`config.mk`:
```
export PLATFORM = sky130hd
export DESIGN_NAME = memory_access
export DESIGN_NICKNAME = d
export VERILOG_FILES = /design/src/rtl/cpu_pkg.sv /design/src/rtl/ma_timeout_ctr.sv /design/src/rtl/memory_access.sv
export SDC_FILE = /design/constraint.sdc
export NUM_CORES = 1
export LEC_CHECK = 0
export ABC_AREA = 0
export ABC_CLOCK_PERIOD_IN_PS = 2300
export BUFFER_PORTS_ARGS = -buffer_cell sky130_fd_sc_hd__clkbuf_2
export CAP_MARGIN = 10
export CORE_MARGIN = 2
export CORE_UTILIZATION = 41
export CTS_CLUSTER_SIZE = 10
export DETAILED_ROUTE_END_ITERATION = 16
export PLACE_DENSITY = 0.84
export SETUP_SLACK_MARGIN = 0.4
export SLEW_MARGIN = 20
export SYNTH_ARGS = -nofsm -noshare
export SYNTH_HDL_FRONTEND = slang
export SYNTH_HIERARCHICAL = 1
export SYNTH_SLANG_ARGS = --single-unit
```
`constraint.sdc`:
```
create_clock -name clk -period 2.3 [get_ports clk]
set_clock_uncertainty 0.15 [all_clocks]
set_input_delay 0 -clock clk [delete_from_list [all_inputs] [get_ports clk]]
set_output_delay 0 -clock clk [all_outputs]
set_load 0.1 [all_outputs]
```
`src/rtl/cpu_pkg.sv`:
```
// Shared definitions for the MEM stage of the 16-bit accumulator pipeline:
// op encodings from execute, FSM state encoding and default widths.
package cpu_pkg;

    localparam int MA_DW      = 16;
    localparam int MA_AW      = 16;
    localparam int MA_TIMEOUT = 64;

    // Operation requested by execute; 2'b11 is not a legal op.
    typedef enum logic [1:0] {
        MA_PASS    = 2'b00,
        MA_LOAD    = 2'b01,
        MA_STORE   = 2'b10,
        MA_ILLEGAL = 2'b11
    } ma_op_e;

    // MEM stage FSM states.
    typedef enum logic [1:0] {
        ST_IDLE = 2'b00,
        ST_REQ  = 2'b01,
        ST_HOLD = 2'b10
    } ma_state_e;

endpackage

```
`src/rtl/ma_timeout_ctr.sv`:
```
// Counts memory-request cycles that pass without an acknowledge and flags
// expiry on the cycle the count sits at TIMEOUT-1 while still enabled.
module ma_timeout_ctr #(
    parameter int TIMEOUT = 64
) (
    input  logic clk,
    input  logic rst,
    input  logic clear_i,
    input  logic enable_i,
    output logic expire_o
);

    localparam int CW = $clog2(TIMEOUT);
    localparam logic [CW-1:0] LAST = CW'(TIMEOUT - 1);

    logic [CW-1:0] count_q;
    logic [CW-1:0] count_d;

    // Expiry is only meaningful while counting; an ack disables counting,
    // so an ack on the final cycle naturally suppresses expiry.
    assign expire_o = enable_i && (count_q == LAST);

    // Next count: clear has priority over increment.
    always_comb begin
        count_d = count_q;
        if (clear_i) begin
            count_d = '0;
        end else if (enable_i) begin
            count_d = count_q + CW'(1);
        end
    end

    // Counter register with synchronous reset.
    always_ff @(posedge clk) begin
        if (rst) begin
            count_q <= '0;
        end else begin
            count_q <= count_d;
        end
    end

endmodule

```
`src/rtl/memory_access.sv`:
```
// MEM stage: accepts one PASS/LOAD/STORE op at a time from execute, runs the
// memory transaction with an ack timeout, and hands results to writeback
// over a valid/ready handshake. Illegal ops and timeouts set a sticky error.
module memory_access
    import cpu_pkg::*;
#(
    parameter int DW      = MA_DW,
    parameter int AW      = MA_AW,
    parameter int TIMEOUT = MA_TIMEOUT
) (
    input  logic          clk,
    input  logic          rst,
    input  logic          halt_program,
    input  logic          ex_valid,
    output logic          ex_ready,
    input  logic [1:0]    ex_op,
    input  logic [AW-1:0] MAR,
    input  logic [DW-1:0] MBR,
    input  logic [DW-1:0] alu_result,
    output logic          mem_req,
    output logic          mem_we,
    output logic [AW-1:0] mem_addr,
    output logic [DW-1:0] mem_wdata,
    input  logic [DW-1:0] mem_rdata,
    input  logic          mem_ack,
    output logic          wb_valid,
    input  logic          wb_ready,
    output logic [DW-1:0] data_out,
    output logic          ma_err
);

    ma_state_e     state_q;
    ma_op_e        op_q;
    logic          mem_req_q;
    logic          mem_we_q;
    logic [AW-1:0] mem_addr_q;
    logic [DW-1:0] mem_wdata_q;
    logic          wb_valid_q;
    logic [DW-1:0] data_out_q;
    logic          ma_err_q;

    logic          accept;
    logic          hold_done;
    ma_op_e        new_op;
    logic          tmo_clear;
    logic          tmo_enable;
    logic          tmo_expire;

    // A new op may enter when idle, or when the held result leaves this cycle.
    assign ex_ready  = !halt_program &&
                       ((state_q == ST_IDLE) || ((state_q == ST_HOLD) && wb_ready));
    assign accept    = ex_valid && ex_ready;
    assign hold_done = (state_q == ST_HOLD) && wb_ready;
    assign new_op    = ma_op_e'(ex_op);

    // Count only REQ cycles without ack; restart from zero outside REQ.
    assign tmo_clear  = (state_q != ST_REQ);
    assign tmo_enable = (state_q == ST_REQ) && !mem_ack;

    ma_timeout_ctr #(
        .TIMEOUT (TIMEOUT)
    ) u_timeout_ctr (
        .clk      (clk),
        .rst      (rst),
        .clear_i  (tmo_clear),
        .enable_i (tmo_enable),
        .expire_o (tmo_expire)
    );

    assign mem_req   = mem_req_q;
    assign mem_we    = mem_we_q;
    assign mem_addr  = mem_addr_q;
    assign mem_wdata = mem_wdata_q;
    assign wb_valid  = wb_valid_q;
    assign data_out  = data_out_q;
    assign ma_err    = ma_err_q;

    // Stage FSM with all outputs registered.
    always_ff @(posedge clk) begin
        if (rst) begin
            state_q     <= ST_IDLE;
            op_q        <= MA_PASS;
            mem_req_q   <= 1'b0;
            mem_we_q    <= 1'b0;
            mem_addr_q  <= '0;
            mem_wdata_q <= '0;
            wb_valid_q  <= 1'b0;
            data_out_q  <= '0;
            ma_err_q    <= 1'b0;
        end else begin
            case (state_q)
                ST_IDLE, ST_HOLD: begin
                    if (accept) begin
                        op_q <= new_op;
                        case (new_op)
                            MA_PASS: begin
                                data_out_q <= alu_result;
                                wb_valid_q <= 1'b1;
                                state_q    <= ST_HOLD;
                            end
                            MA_LOAD, MA_STORE: begin
                                mem_req_q   <= 1'b1;
                                mem_we_q    <= (new_op == MA_STORE);
                                mem_addr_q  <= MAR;
                                mem_wdata_q <= MBR;
                                wb_valid_q  <= 1'b0;
                                state_q     <= ST_REQ;
                            end
                            default: begin
                                // Illegal op is consumed with no side effect
                                // beyond flagging the error.
                                ma_err_q   <= 1'b1;
                                wb_valid_q <= 1'b0;
                                state_q    <= ST_IDLE;
                            end
                        endcase
                    end else if (hold_done) begin
                        wb_valid_q <= 1'b0;
                        state_q    <= ST_IDLE;
                    end
                end
                ST_REQ: begin
                    if (mem_ack) begin
                        mem_req_q <= 1'b0;
                        mem_we_q  <= 1'b0;
                        if (op_q == MA_LOAD) begin
                            data_out_q <= mem_rdata;
                            wb_valid_q <= 1'b1;
                            state_q    <= ST_HOLD;
                        end else begin
                            state_q <= ST_IDLE;
                        end
                    end else if (tmo_expire) begin
                        mem_req_q <= 1'b0;
                        mem_we_q  <= 1'b0;
                        ma_err_q  <= 1'b1;
                        state_q   <= ST_IDLE;
                    end
                end
                default: begin
                    state_q <= ST_IDLE;
                end
            endcase
        end
    end

endmodule

```
After elaboration in Yosys (flattened, before gate mapping):

Index checks and enable logic that the tools add are counted.
W data, S select, Z words.

* register bits after elaboration: 62
* word-level logic and storage cells: 81

* add/subtract/negate cells: 1
* eq/ne operators: 17
* muxes and demuxes: 31
* reduce and logical (&&, ||, !) cells: 22

Operator list (count)
* $mux W16: 4
* $pmux W16 S2: 1
* $mux W1: 15
* $mux W2: 5
* $ne A2 B2 Y1 const B: 5
* $reduce_and A5 Y1: 2
* $ne A2 B1 Y1 const B: 4
* $pmux W1 S2: 4
* $pmux W2 S2: 2
* $reduce_and A4 Y1: 2
* $add A6 B1 Y6 const B: 1
* $eq A2 B1 Y1 const B: 3
* $eq A6 B6 Y1 const B: 1
* $ne A3 B3 Y1 const B: 2
* $reduce_or A2 Y1: 3
* $logic_and A1 B1 Y1: 5
* $eq A2 B2 Y1 const B: 2
* $logic_not A2 Y1: 2
* $reduce_and A2 Y1: 2
* $reduce_and A3 Y1: 1
* $reduce_or A3 Y1: 1
* $logic_not A1 Y1: 2
* $reduce_bool A2 Y1: 1
* $logic_or A1 B1 Y1: 1

Logic depth before layout (Yosys ltp):

Gate-level depths: netlist of run 1.

* depth after elaboration: 7
* mapped depth: 10
* mapped depth without buffers: 9

Cells and area by module:

Netlist of run 1, hierarchy kept.

Modules (own cells, without submodules)
* memory_access: instances 1, cells each 285, area each 2339.7 µm²
* ma_timeout_ctr: instances 1, cells each 28, area each 256.5 µm²

Worst setup path before layout of run 1:

OpenSTA, ideal clock, no wires.

* path kind: reg-to-reg
* from: register state_q[0]
* to: register state_q[1]
* data arrival time: 1956 ps
* required time: 2015 ps
* path slack: 59 ps
* cell stages (with the launch flop): 11
* path buffers: 1
* clock period less this slack: 2241 ps
* path through: dfxtp_1 > inv_1 > nor2_1 > inv_1 > buf_1 > nor2_1 > nand4_1 > nor2_1 > o21ai_0 > a222oi_1 > a2111oi_0

RTL lines
* start, declared: RTL line memory_access.sv:32 `ma_state_e state_q;`
* start signal, assigned: RTL line memory_access.sv:81 `state_q <= ST_IDLE;`
* start signal, assigned: RTL line memory_access.sv:99 `state_q <= ST_HOLD;`
* start signal, assigned: RTL line memory_access.sv:107 `state_q <= ST_REQ;`
* $eq A2 B1 Y1: RTL line memory_access.sv:58 `assign tmo_enable = (state_q == ST_REQ) && !mem_ack;`
* $logic_and A1 B1 Y1: RTL line memory_access.sv:58
* named net tmo_enable: RTL line memory_access.sv:46 `logic tmo_enable;`
* $logic_and A1 B1 Y1: RTL line ma_timeout_ctr.sv:21 `assign expire_o = enable_i && (count_q == LAST);`
* named net tmo_expire: RTL line memory_access.sv:47 `logic tmo_expire;`
* $ne A3 B3 Y1 (no source line)
* $reduce_and A2 Y1 (no source line)

The timed path passes the listed nets, and every way through them passes these cells.
A chain may end at the register's enable or synchronous reset.

Worst setup path after layout of run 1:

Same ends and word-level chain as after synthesis.

==> results of run 1 <==
worst max-delay path, stage by stage (launching register included):
cell	delay, ns
sky130_fd_sc_hd__dfxtp_2	0.37
sky130_fd_sc_hd__inv_2	0.07
sky130_fd_sc_hd__nor2_4	0.09
sky130_fd_sc_hd__inv_2	0.05
sky130_fd_sc_hd__nor2_4	0.14
sky130_fd_sc_hd__nand4_1	0.15
sky130_fd_sc_hd__nor2_2	0.18
sky130_fd_sc_hd__o21ai_0	0.11
sky130_fd_sc_hd__a222oi_1	0.32
sky130_fd_sc_hd__a2111oi_1	0.09
report_power, final:
part	switching (mW)	total, mW	leakage (nW)	internal, mW
clock network	0.385	0.851	0.0914	0.466
registers	0.0248	1.14	0.504	1.12
logic	0.450	0.653	1.22	0.203
sequential cells by signal, indices dropped and copies added (netlist names):
name                   count
state_q                    2
mem_wdata                 16
mem_we                     1
wb_valid                   1
ma_err                     1
data_out                  16
mem_addr                  16
u_timeout_ctr/count_q      6
op_q                       2
mem_req                    1
through the flow:
| step | hold slack (ns) | setup slack [ns] | cell area [sq um] |
|---|---|---|---|
| 6_report | 0.0443 | 0.446 | 4150 |
| 5_1_grt | 0.0421 | 0.284 | 4150 |
| 4_1_cts | 0.000355 | 0.411 | 4130 |
| 3_5_place_dp | 0.0785 | 0.253 | 3260 |
| 3_3_place_gp | 0.0722 | 0.349 | 3260 |
| 2_1_floorplan | -0.0140 | 0.419 | 2620 |
layout make-up:
| type | count | area, sq um |
|---|---|---|
| multi-input combinational | 222 | 1240 |
| inverter | 5 | 18.8 |
| tap | 75 | 93.8 |
| clock inverter | 1 | 5.00 |
| clock buffer | 13 | 169 |
| timing repair buffer | 202 | 1380 |
| sequential | 62 | 1240 |
| fill | 471 | 1880 |
kinds of logic (layout without fill, tap and decap cells):
group,count (synthesis),in the layout
and+or+nand+nor,148,148
AOI/OAI and AO/OA,61,61
DFF,62,62
buffers and inverters,29,221
xor gates and xnor gates,4,4
muxes,4,4
adders and majority gates,5,5
per-layer routing:
layer	vias to the layer above	routed length, microns	GRT usage
met5	-	0	0
met4	0	337	0.132
met3	35	575	0.0633
met2	143	4580	0.463
met1	1387	3170	0.261
li1	1444	-	-
what timing repair did:
| item | in CTS | in global routing |
|---|---|---|
| pin swaps | 0 | 4 |
| hold endpoints to repair | 58 | 0 |
| hold buffers | 69 | 0 |
| resized for setup | 1 | 3 |
| endpoints found under the setup margin | 16 | 19 |
| buffers inserted | 0 | 2 |
cells in the final DEF, fill, tap and decap left out, types with 2 or more instances in the layout:
cell type and n:
sky130_fd_sc_hd__clkbuf_2 124, sky130_fd_sc_hd__nand2_1 100, sky130_fd_sc_hd__dlygate4sd3_1 69, sky130_fd_sc_hd__dfxtp_1 61
sky130_fd_sc_hd__a21oi_1 37, sky130_fd_sc_hd__nor3_1 18, sky130_fd_sc_hd__clkbuf_8 12, sky130_fd_sc_hd__nor2_1 11
sky130_fd_sc_hd__a311oi_2 10, sky130_fd_sc_hd__buf_4 9, sky130_fd_sc_hd__a311oi_1 6, sky130_fd_sc_hd__ha_1 5
sky130_fd_sc_hd__mux2i_1 4, sky130_fd_sc_hd__nor2_4 3, sky130_fd_sc_hd__inv_1 3, sky130_fd_sc_hd__o21ai_0 3
sky130_fd_sc_hd__xor2_1 3, sky130_fd_sc_hd__inv_2 2, sky130_fd_sc_hd__nand4_1 2, sky130_fd_sc_hd__or2_2 2
Yosys cell counts, drive strengths merged:
cell	n	area, sq um
a2111oi	1	8.76
a211oi	1	7.51
a21oi	37	185
a222oi	1	10.0
a311oi	16	203
a31oi	1	6.26
and2	1	6.26
and3	1	6.26
and4	2	20.0
buf	10	66.3
clkbuf	14	52.6
dfxtp	62	1240
ha	5	62.6
inv	5	18.8
mux2i	4	40.0
nand2	100	375
nand2b	1	6.26
nand3	1	5.00
nand3b	1	7.51
nand4	3	25.0
nor2	15	63.8
nor2b	1	6.26
nor3	18	90.1
o211ai	1	7.51
o21ai	3	15.0
or2	3	18.8
or3	1	6.26
xnor2	1	8.76
xor2	3	26.3
worst paths after layout:
| kind | startpoint | end | slack [ns] | cells past startpoint |
|---|---|---|---|---|
| worst min-delay path | rst | mem_addr[7] | 0.04 | 2 |
| worst max-delay path | state_q[0] | state_q[1] | 0.45 | 9 |
| worst max register to register | state_q[0] | state_q[1] | 0.45 | 9 |
| worst min register to register | mem_addr[6] | mem_addr[6] | 0.31 | 2 |
==> impl_metrics.env, run 1 <==
export IMPL_run_status="finished, final reports clean"
export IMPL_initial_utilization=0.431
export IMPL_cts_buffers=9
export IMPL_dp_cells=495
export IMPL_number_of_antenna_violations_at_the_first_check_in_global_routing=0
export IMPL_wire_length_of_the_first_global_routing_pass_microns=14300
export IMPL_grtUsageTotal=0.252
export IMPL_diodes=0
export IMPL_max_clock_freq_mhz=539
export IMPL_fin_nets=579
export IMPL_min_path_type="in -> reg"
export IMPL_final_setup_tns_ns=0
export IMPL_syn_cell_area_sq_um=2600
export IMPL_worstSetupPathType="reg -> reg"
export IMPL_route_antenna_remaining_nets=0
export IMPL_synthToLayoutAreaGrowth_pct=59.7
export IMPL_cts_root_buffer_cell="sky130_fd_sc_hd__clkbuf_8"
export IMPL_synthesis_nets=390
export IMPL_peakVddDrop_v=0.000401
export IMPL_post_route_util=0.688
export IMPL_cellLeakagePower_nw=1.81
export IMPL_clkTransAtPathRegs_ns=0.07
export IMPL_synthAdderAreaFrac=0.0241
export IMPL_cts_tree="built"
export IMPL_synth_top_family_by_area="simple AND/OR/NAND/NOR gates"
export IMPL_gp_routability_congestion=0.929
export IMPL_fp_dieW_microns=83.6
export IMPL_post_route_period_util=0.806
export IMPL_viasPerCell=5.19
export IMPL_clock_insertion_delay_worst_skew_ns=0.33
export IMPL_synth_compound_area_share=0.171
export IMPL_layout_cells_sized_above_1=0.333
export IMPL_part_of_the_yosys_area_used_for_sequential_elements=0.478
export IMPL_drt_wl_total_microns=8670
export IMPL_number_of_detailed_routing_iterations_run_before_antenna_repair=4
export IMPL_grt_setup_unrepaired="true"
export IMPL_worst_slew_pin_transition_ns=0.568
export IMPL_globalRoute_totalOverflow=0
export IMPL_start_kind="flop"
export IMPL_post_synth_xor_area_fraction=0.0135
export IMPL_crit_path_max_fanout=5
export IMPL_dr_total_vias=3009
export IMPL_vias_in_the_first_global_route=3093
export IMPL_timing_hold_violations_final=0
export IMPL_yosys_area_share_simple=0.245
export IMPL_final_setup_viol_count=0
export IMPL_yosys_warnings=6
export IMPL_synthesis_instances=313
export IMPL_post_synth_cell_area_avg_sq_um=8.29
export IMPL_drcViolationCount=0
export IMPL_drv_max_cap_violation_count=0
export IMPL_post_synth_num_cell_types=36
export IMPL_number_of_max_slew_violations_in_the_final_report=0
export IMPL_non_filler_instance_count_after_layout=580
export IMPL_htree_depth=3
export IMPL_die_height_microns=83.6
export IMPL_multiplexer_area_fraction_after_synthesis=0.0154
export IMPL_core_area_sq_um=6030
export IMPL_power_density_nw_per_um2=638
export IMPL_critPathArrivalTime_ns=1.90
export IMPL_routed_length_per_placed_instance_microns=14.9
export IMPL_grt_start_max_net_pins=35
export IMPL_finalWorstPathRequiredPeriod_ns=1.85
export IMPL_portBuffers=124
export IMPL_die_area_sq_um=6980
export IMPL_cts_sink_count=62
export IMPL_critical_path_endpoint_type="flop"
export IMPL_synth_seq_cells=62
export IMPL_pin_count=125
export IMPL_place_detailed_hpwl_microns=4880
export IMPL_fp_row_count=28
export IMPL_first_iter_violations=160
export IMPL_worst_ep_required_ns=2.35
export IMPL_p_total_mw=2.64
export IMPL_max_slew_margin=0.623
export IMPL_cts_root_to_sink_buffers=2
(Power assumes the default switching activity.)
==> inputs of run 2 (changes only) <==
--- a/config.mk
+++ b/config.mk
@@ -5,15 +5,15 @@
 export SDC_FILE = /design/constraint.sdc
 export NUM_CORES = 1
 export LEC_CHECK = 0
-export ABC_AREA = 0
-export ABC_CLOCK_PERIOD_IN_PS = 2300
+export ABC_AREA = 1
+export ABC_CLOCK_PERIOD_IN_PS = 1700
 export BUFFER_PORTS_ARGS = -buffer_cell sky130_fd_sc_hd__clkbuf_2
 export CAP_MARGIN = 10
 export CORE_MARGIN = 2
-export CORE_UTILIZATION = 41
+export CORE_UTILIZATION = 42
 export CTS_CLUSTER_SIZE = 10
 export DETAILED_ROUTE_END_ITERATION = 16
-export PLACE_DENSITY = 0.84
+export PLACE_DENSITY = 0.85
 export SETUP_SLACK_MARGIN = 0.4
 export SLEW_MARGIN = 20
 export SYNTH_ARGS = -nofsm -noshare
==> constraint.sdc (replaced) <==
create_clock -name clk -period 1.7 [get_ports clk]
set_clock_uncertainty 0.15 [all_clocks]
set_input_delay 0 -clock clk [delete_from_list [all_inputs] [get_ports clk]]
set_output_delay 0 -clock clk [all_outputs]
set_load 0.1 [all_outputs]
==> impl_metrics.env, run 2 <==
export IMPL_finalWorstPathRequiredPeriod_ns=1.61
export IMPL_critical_path_cell_count=8
export IMPL_grtUsageTotal=0.277
export IMPL_final_setup_viol_count=0
export IMPL_place_detailed_hpwl_microns=4900
export IMPL_globalRoute_totalOverflow=0
export IMPL_grt_setup_unrepaired="true"
export IMPL_worstSetupStartpoint="state_q[0]"
export IMPL_cts_root_to_sink_buffers=2
export IMPL_r2r_setup_slack_ns=0.09
export IMPL_drt_wl_total_microns=10000
export IMPL_clock_insertion_delay_worst_skew_ns=0.33
export IMPL_post_synth_num_cell_types=25
export IMPL_fp_row_count=29
export IMPL_number_of_max_slew_violations_in_the_final_report=0
export IMPL_start_kind="flop"
export IMPL_crit_end="mem_addr[0]"
export IMPL_crit_path_max_fanout=7
export IMPL_p_total_mw=4.30
export IMPL_synthAdderAreaFrac=0.0233
export IMPL_synth_async_reset_ratio=0
export IMPL_number_of_detailed_routing_iterations_run_before_antenna_repair=4
export IMPL_vias_in_the_first_global_route=3384
export IMPL_cts_root_buffer_cell="sky130_fd_sc_hd__clkbuf_8"
export IMPL_htree_depth=3
export IMPL_synthToLayoutAreaGrowth_pct=84.8
export IMPL_cts_tree="built"
export IMPL_fin_nets=664
export IMPL_critPathBufInv=3
export IMPL_worstRegToRegCells=8
export IMPL_diodes=0
export IMPL_netSwitchingFraction=0.338
export IMPL_top_cells_by_area_in_the_synthesized_netlist="sky130_fd_sc_hd__dfxtp_1 (46%), sky130_fd_sc_hd__nor2_1 (15%), sky130_fd_sc_hd__nand2_1 (11%), sky130_fd_sc_hd__o21ai_0 (6.9%), sky130_fd_sc_hd__nand3b_1 (4.5%)"
export IMPL_die_area_sq_um=7060
export IMPL_power_share_sequential=0.368
export IMPL_post_synth_xor_area_fraction=0
export IMPL_timing_rr_end="mem_addr[0]"
export IMPL_grt_start_max_net_pins=51
export IMPL_reg2reg_from="state_q[0]"
export IMPL_combinationalPowerShare=0.281
export IMPL_initial_utilization=0.428
export IMPL_final_cell_mix="sky130_fd_sc_hd__clkbuf_2 (108), sky130_fd_sc_hd__nand2_1 (78), sky130_fd_sc_hd__nor2_1 (69)"
export IMPL_part_of_the_yosys_area_used_for_sequential_elements=0.462
export IMPL_layout_cells_most_common="sky130_fd_sc_hd__clkbuf_2"
export IMPL_multiplexer_area_fraction_after_synthesis=0
export IMPL_worst_ep_required_ns=1.81
export IMPL_synth_most_common_cell="sky130_fd_sc_hd__nor2_1"
export IMPL_drv_max_cap_violation_count=0
export IMPL_worstSetupPathType="reg -> reg"
export IMPL_worst_path_max_delay_cell="sky130_fd_sc_hd__dfxtp_4"
export IMPL_critPathArrivalTime_ns=1.72
export IMPL_fin_area_sq_um=4970
export IMPL_layout_cells_sized_above_1=0.485
export IMPL_placement_cell_area_sq_um=3460
export IMPL_core_area_sq_um=6280
export IMPL_first_iter_violations=158
export IMPL_yosys_area_share_simple=0.350
export IMPL_pin_count=125
export IMPL_die_height_microns=84.0
export IMPL_viasPerCell=5.00
export IMPL_power_clock_fraction=0.351
export IMPL_synth_edff_count=0
export IMPL_synth_seq_cells=62
export IMPL_fin_ws_ns=0.0876
export IMPL_synth_top_family_by_area="simple AND/OR/NAND/NOR gates"
export IMPL_portBuffers=124
export IMPL_clkTransAtPathRegs_ns=0.07
export IMPL_synthesis_instances=375
export IMPL_gp_routability_congestion=0.906
export IMPL_synth_compound_area_share=0.107
export IMPL_cp_top_family="buffers and inverters"
export IMPL_synthesis_nets=452
export IMPL_power_report_internal_total_mw=2.85
export IMPL_post_synth_cell_area_avg_sq_um=7.17
export IMPL_post_cts_hold_buffer_count=66
export IMPL_cellLeakagePower_nw=2.39
export IMPL_timing_critical_path_slowest_cell_delay_ns=0.37
export IMPL_synth_cells_most_frequent="sky130_fd_sc_hd__nor2_1 (105), sky130_fd_sc_hd__nand2_1 (81), sky130_fd_sc_hd__dfxtp_1 (62), sky130_fd_sc_hd__o21ai_0 (37), sky130_fd_sc_hd__nand3b_1 (16)"
export IMPL_critical_path_cell_chain="nor2_4, nand3_4, nor2_4, buf_12, buf_16, buf_6, o21ai_2, nor2_1"
export IMPL_pre_cts_ws_ns=0.0685
export IMPL_non_filler_instance_count_after_layout=669
export IMPL_cts_buffers=9
export IMPL_final_hold_worst_slack_ns=-0.174
export IMPL_fp_dieW_microns=84.0
export IMPL_dr_total_vias=3346
export IMPL_post_route_period_util=0.948
export IMPL_syn_cell_area_sq_um=2690
export IMPL_routed_length_per_placed_instance_microns=15.0
export IMPL_wire_length_of_the_first_global_routing_pass_microns=15700
export IMPL_number_of_antenna_violations_at_the_first_check_in_global_routing=0
export IMPL_peakVddDrop_v=0.000684
export IMPL_max_clock_freq_mhz=620
export IMPL_yosys_warnings=6
export IMPL_ys_flop_type="sky130_fd_sc_hd__dfxtp_1"
export IMPL_route_antenna_remaining_nets=0
export IMPL_critical_path_endpoint_type="flop"
export IMPL_cts_sink_count=62
export IMPL_drcViolationCount=0
export IMPL_dp_cells=565
export IMPL_violations_in_the_final_reports="hold timing"
export IMPL_power_switching_mw=1.46
export IMPL_cp_most_frequent_cell="sky130_fd_sc_hd__nor2_4"
export IMPL_worst_slew_pin_transition_ns=0.565
export IMPL_timing_hold_violations_final=9
export IMPL_post_synth_top_area_cell="sky130_fd_sc_hd__dfxtp_1"
export IMPL_run_status="finished with violations"
export IMPL_max_slew_margin=0.625
export IMPL_yosys_area_top_type_share=0.462
export IMPL_power_density_nw_per_um2=866
export IMPL_min_path_type="in -> reg"
## run 2: cell count changes after synthesis, sizes merged, moves of 13 or more
cell / change
nor2: +95
o21ai: +37
a311oi: -16
nand3b: +15
nor3: -17
inv: +13
nand2: -16
a21oi: -23
## run 2: layout make-up
cell class / instances / area (sq um)
clock buffers: 13 / 169
clock inverters: 3 / 65.1
fillers: 397 / 1310
inverters: 18 / 93.8
multi-input cells: 278 / 1580
flip-flops and latches: 62 / 1310
well taps: 77 / 96.3
repair buffers: 213 / 1580
repair inverters: 5 / 82.6
## run 2: through the flow
stage	utilization	TNS, ns
6_report	0.792	0
5_1_grt	0.792	0
4_1_cts	0.760	0
3_5_place_dp	0.551	0
3_3_place_gp	0.551	0
2_1_floorplan	-	-0.0531
## run 2: how the worst min path moves through the flow
stage	cells past startpoint	end	from	slack (ns)
2_1_floorplan	1	state_q[0]	rst	-0.09
4_1_cts	2	state_q[1]	rst	-0.19
3_5_place_dp	3	mem_wdata[11]	MBR[11]	0.08
3_3_place_gp	3	mem_wdata[13]	MBR[13]	0.07
5_1_grt	2	state_q[1]	rst	-0.18
6_report	2	state_q[1]	rst	-0.17
## run 2: repair_timing
action | 4_1_cts | 5_1_grt
setup endpoints to repair | 62 | 77
gates cloned | 5 | 1
resized for setup | 76 | 60
pin swaps | 20 | 13
buffers inserted | 13 | 3
endpoints found under the hold margin | 62 | 6
## run 2: power groups by stage
stage | Clock (mW) | Combinational, mW | Sequential [mW]
floorplan | 0 | 0.227 | 2.09
global placement | 0 | 0.894 | 1.60
detailed placement | 0 | 0.902 | 1.60
CTS | 1.53 | 1.14 | 1.58
global route | 1.60 | 1.27 | 1.59
finish | 1.51 | 1.21 | 1.58
## run 2: worst reg2reg max path, delay by kind of cell, from the launching register on
kind | cells | cell delay, ns
buffers and inverters | 3 | 0.51
AND/OR/NAND/NOR | 4 | 0.47
flip-flops | 1 | 0.37
AO/OA/AOI/OAI | 1 | 0.05
## run 2: cells by family (layout without fill, tap and decap cells)
group | count (synthesis) | in the layout
and+or+nand+nor | 218 | 218
DFF | 62 | 62
AOI/OAI and AO/OA | 55 | 55
buffers and inverters | 35 | 252
adders and majority gates | 5 | 5
## run 2: layer usage
metal / vias up / GRT usage / wire [microns]
met4: 0 / 0.132 / 157
met1: 1555 / 0.309 / 3930
li1: 1612 / - / -
met5: - / 0 / 0
met2: 165 / 0.493 / 5150
met3: 14 / 0.0633 / 773
==> inputs of run 3 (changes only) <==
--- a/config.mk
+++ b/config.mk
@@ -6,14 +6,14 @@
 export NUM_CORES = 1
 export LEC_CHECK = 0
 export ABC_AREA = 1
-export ABC_CLOCK_PERIOD_IN_PS = 1700
+export ABC_CLOCK_PERIOD_IN_PS = 1900
 export BUFFER_PORTS_ARGS = -buffer_cell sky130_fd_sc_hd__clkbuf_2
 export CAP_MARGIN = 10
 export CORE_MARGIN = 2
-export CORE_UTILIZATION = 42
+export CORE_UTILIZATION = 50
 export CTS_CLUSTER_SIZE = 10
 export DETAILED_ROUTE_END_ITERATION = 16
-export PLACE_DENSITY = 0.85
+export PLACE_DENSITY = 0.94
 export SETUP_SLACK_MARGIN = 0.4
 export SLEW_MARGIN = 20
 export SYNTH_ARGS = -nofsm -noshare
==> constraint.sdc (replaced) <==
create_clock -name clk -period 1.9 [get_ports clk]
set_clock_uncertainty 0.15 [all_clocks]
set_input_delay 0 -clock clk [delete_from_list [all_inputs] [get_ports clk]]
set_output_delay 0 -clock clk [all_outputs]
set_load 0.1 [all_outputs]
==> impl_metrics.env, run 3 (synthesis results as in run 2) <==
export IMPL_pin_count=125
export IMPL_grt_setup_unrepaired="true"
export IMPL_grt_start_max_net_pins=35
export IMPL_fin_nets=664
export IMPL_worst_ep_required_ns=2.00
export IMPL_grtUsageTotal=0.341
export IMPL_vias_in_the_first_global_route=3535
export IMPL_critPathArrivalTime_ns=1.93
export IMPL_min_path_type="in -> reg"
export IMPL_gp_routability_congestion=0.830
export IMPL_drt_wl_total_microns=13600
export IMPL_cts_sink_count=62
export IMPL_critical_path_endpoint_type="flop"
export IMPL_finalWorstPathRequiredPeriod_ns=1.83
export IMPL_worst_slew_pin_transition_ns=0.586
export IMPL_drcViolationCount=0
export IMPL_htree_depth=3
export IMPL_post_route_period_util=0.963
export IMPL_power_density_nw_per_um2=790
export IMPL_number_of_detailed_routing_iterations_run_before_antenna_repair=5
export IMPL_synthToLayoutAreaGrowth_pct=74.5
export IMPL_final_setup_viol_count=0
export IMPL_clock_insertion_delay_worst_skew_ns=0.36
export IMPL_layout_cells_sized_above_1=0.379
export IMPL_dr_total_vias=3906
export IMPL_routed_length_per_placed_instance_microns=20.5
export IMPL_final_setup_tns_ns=0
export IMPL_clkTransAtPathRegs_ns=0.09
export IMPL_fillCellCount=187
export IMPL_die_area_sq_um=5980
export IMPL_max_clock_freq_mhz=546
export IMPL_peakVddDrop_v=0.000741
export IMPL_critical_path_cell_chain="inv_2, nand2_4, buf_4, nor2_1, o21ai_0, a21oi_1"
export IMPL_cts_tree="built"
export IMPL_cts_buffers=9
export IMPL_start_kind="flop"
export IMPL_run_status="finished, final reports clean"
export IMPL_cts_root_to_sink_buffers=2
export IMPL_placement_cell_area_sq_um=3360
export IMPL_cellLeakagePower_nw=2.29
export IMPL_timing_hold_violations_final=0
export IMPL_number_of_max_slew_violations_in_the_final_report=0
export IMPL_number_of_antenna_violations_at_the_first_check_in_global_routing=0
export IMPL_initial_utilization=0.523
export IMPL_final_hold_worst_slack_ns=0.0137
export IMPL_critPathBufInv=2
export IMPL_place_detailed_hpwl_microns=4850
export IMPL_layout_cells_most_common="sky130_fd_sc_hd__clkbuf_2"
export IMPL_crit_path_max_fanout=22
export IMPL_die_height_microns=77.3
export IMPL_route_antenna_remaining_nets=0
export IMPL_fin_area_sq_um=4690
export IMPL_wire_length_of_the_first_global_routing_pass_microns=16300
export IMPL_diodes=0
export IMPL_non_filler_instance_count_after_layout=661
export IMPL_globalRoute_totalOverflow=0
export IMPL_core_area_sq_um=5140
export IMPL_cp_top_family="simple AND/OR/NAND/NOR gates"
export IMPL_worst_path_max_delay_cell="sky130_fd_sc_hd__nor2_1"
export IMPL_first_iter_violations=514
export IMPL_final_cell_mix="sky130_fd_sc_hd__clkbuf_2 (123), sky130_fd_sc_hd__nor2_1 (96), sky130_fd_sc_hd__nand2_1 (79)"
export IMPL_timing_critical_path_slowest_cell_delay_ns=0.41
export IMPL_viasPerCell=5.91
export IMPL_fp_row_count=26
export IMPL_max_slew_margin=0.611
export IMPL_portBuffers=124
export IMPL_cts_root_buffer_cell="sky130_fd_sc_hd__clkbuf_8"
export IMPL_fp_dieW_microns=77.3
export IMPL_drv_max_cap_violation_count=0
export IMPL_worstSetupPathType="reg -> reg"
export IMPL_dp_cells=556
==> run 3: metal layers <==
| metal | vias up | global-route usage | share of wire |
|---|---|---|---|
| met2 | 406 | 0.598 | 0.46 |
| met4 | 0 | 0.170 | 0.076 |
| met3 | 123 | 0.0860 | 0.12 |
| met5 | - | 0 | 0 |
| met1 | 1766 | 0.382 | 0.34 |
| li1 | 1611 | - | - |
==> run 3: tightest hold or removal path, delay by kind of cell <==
kind	cells	cell delay (ns)
buf+inv	1	0.13
simple gates	1	0.09
fa+ha+maj	1	0.20
compound gates	1	0.06
==> run 3: power by group <==
group	switching (mW)	leakage (nW)	internal (mW)
clock network	0.595	0.0911	0.596
logic	0.772	1.69	0.319
registers	0.0594	0.508	1.36
==> run 3: repair_timing <==
action	in CTS	in global routing
gates cloned	0	3
setup buffers	7	8
pin swaps	7	34
resized for setup	11	83
hold endpoints to repair	62	0
hold buffers	72	0
endpoints found under the setup margin	54	60
==> run 3: stage by stage <==
stage | setup slack, ns | power [mW] | utilization
after floorplan | 0.172 | 2.05 | -
after global routing | 0.0974 | 3.77 | 0.913
after CTS | 0.318 | 3.45 | 0.849
after detailed placement | 0.165 | 2.23 | 0.653
after global placement | 0.257 | 2.21 | 0.653
final | 0.0700 | 3.70 | 0.913
==> run 3: final cells by class <==
cell class	count	area, sq um	share of cell area
tap	70	87.6	0.0187
clock inverter	6	63.8	0.0136
sequential	62	1250	0.267
inverter	18	80.1	0.0171
clock buffer	9	124	0.0264
multi-input combinational	278	1500	0.319
timing repair buffer	218	1590	0.338
==> run 3: final timing paths <==
| check | from | end | slack [ns] | cells past startpoint |
|---|---|---|---|---|
| hold reg to reg | mem_we | mem_we | 0.32 | 2 |
| setup reg to reg | state_q[1] | u_timeout_ctr/count_q[0] | 0.07 | 6 |
| setup / recovery | state_q[1] | u_timeout_ctr/count_q[0] | 0.07 | 6 |
| hold / removal | ex_op[1] | mem_we | 0.01 | 4 |
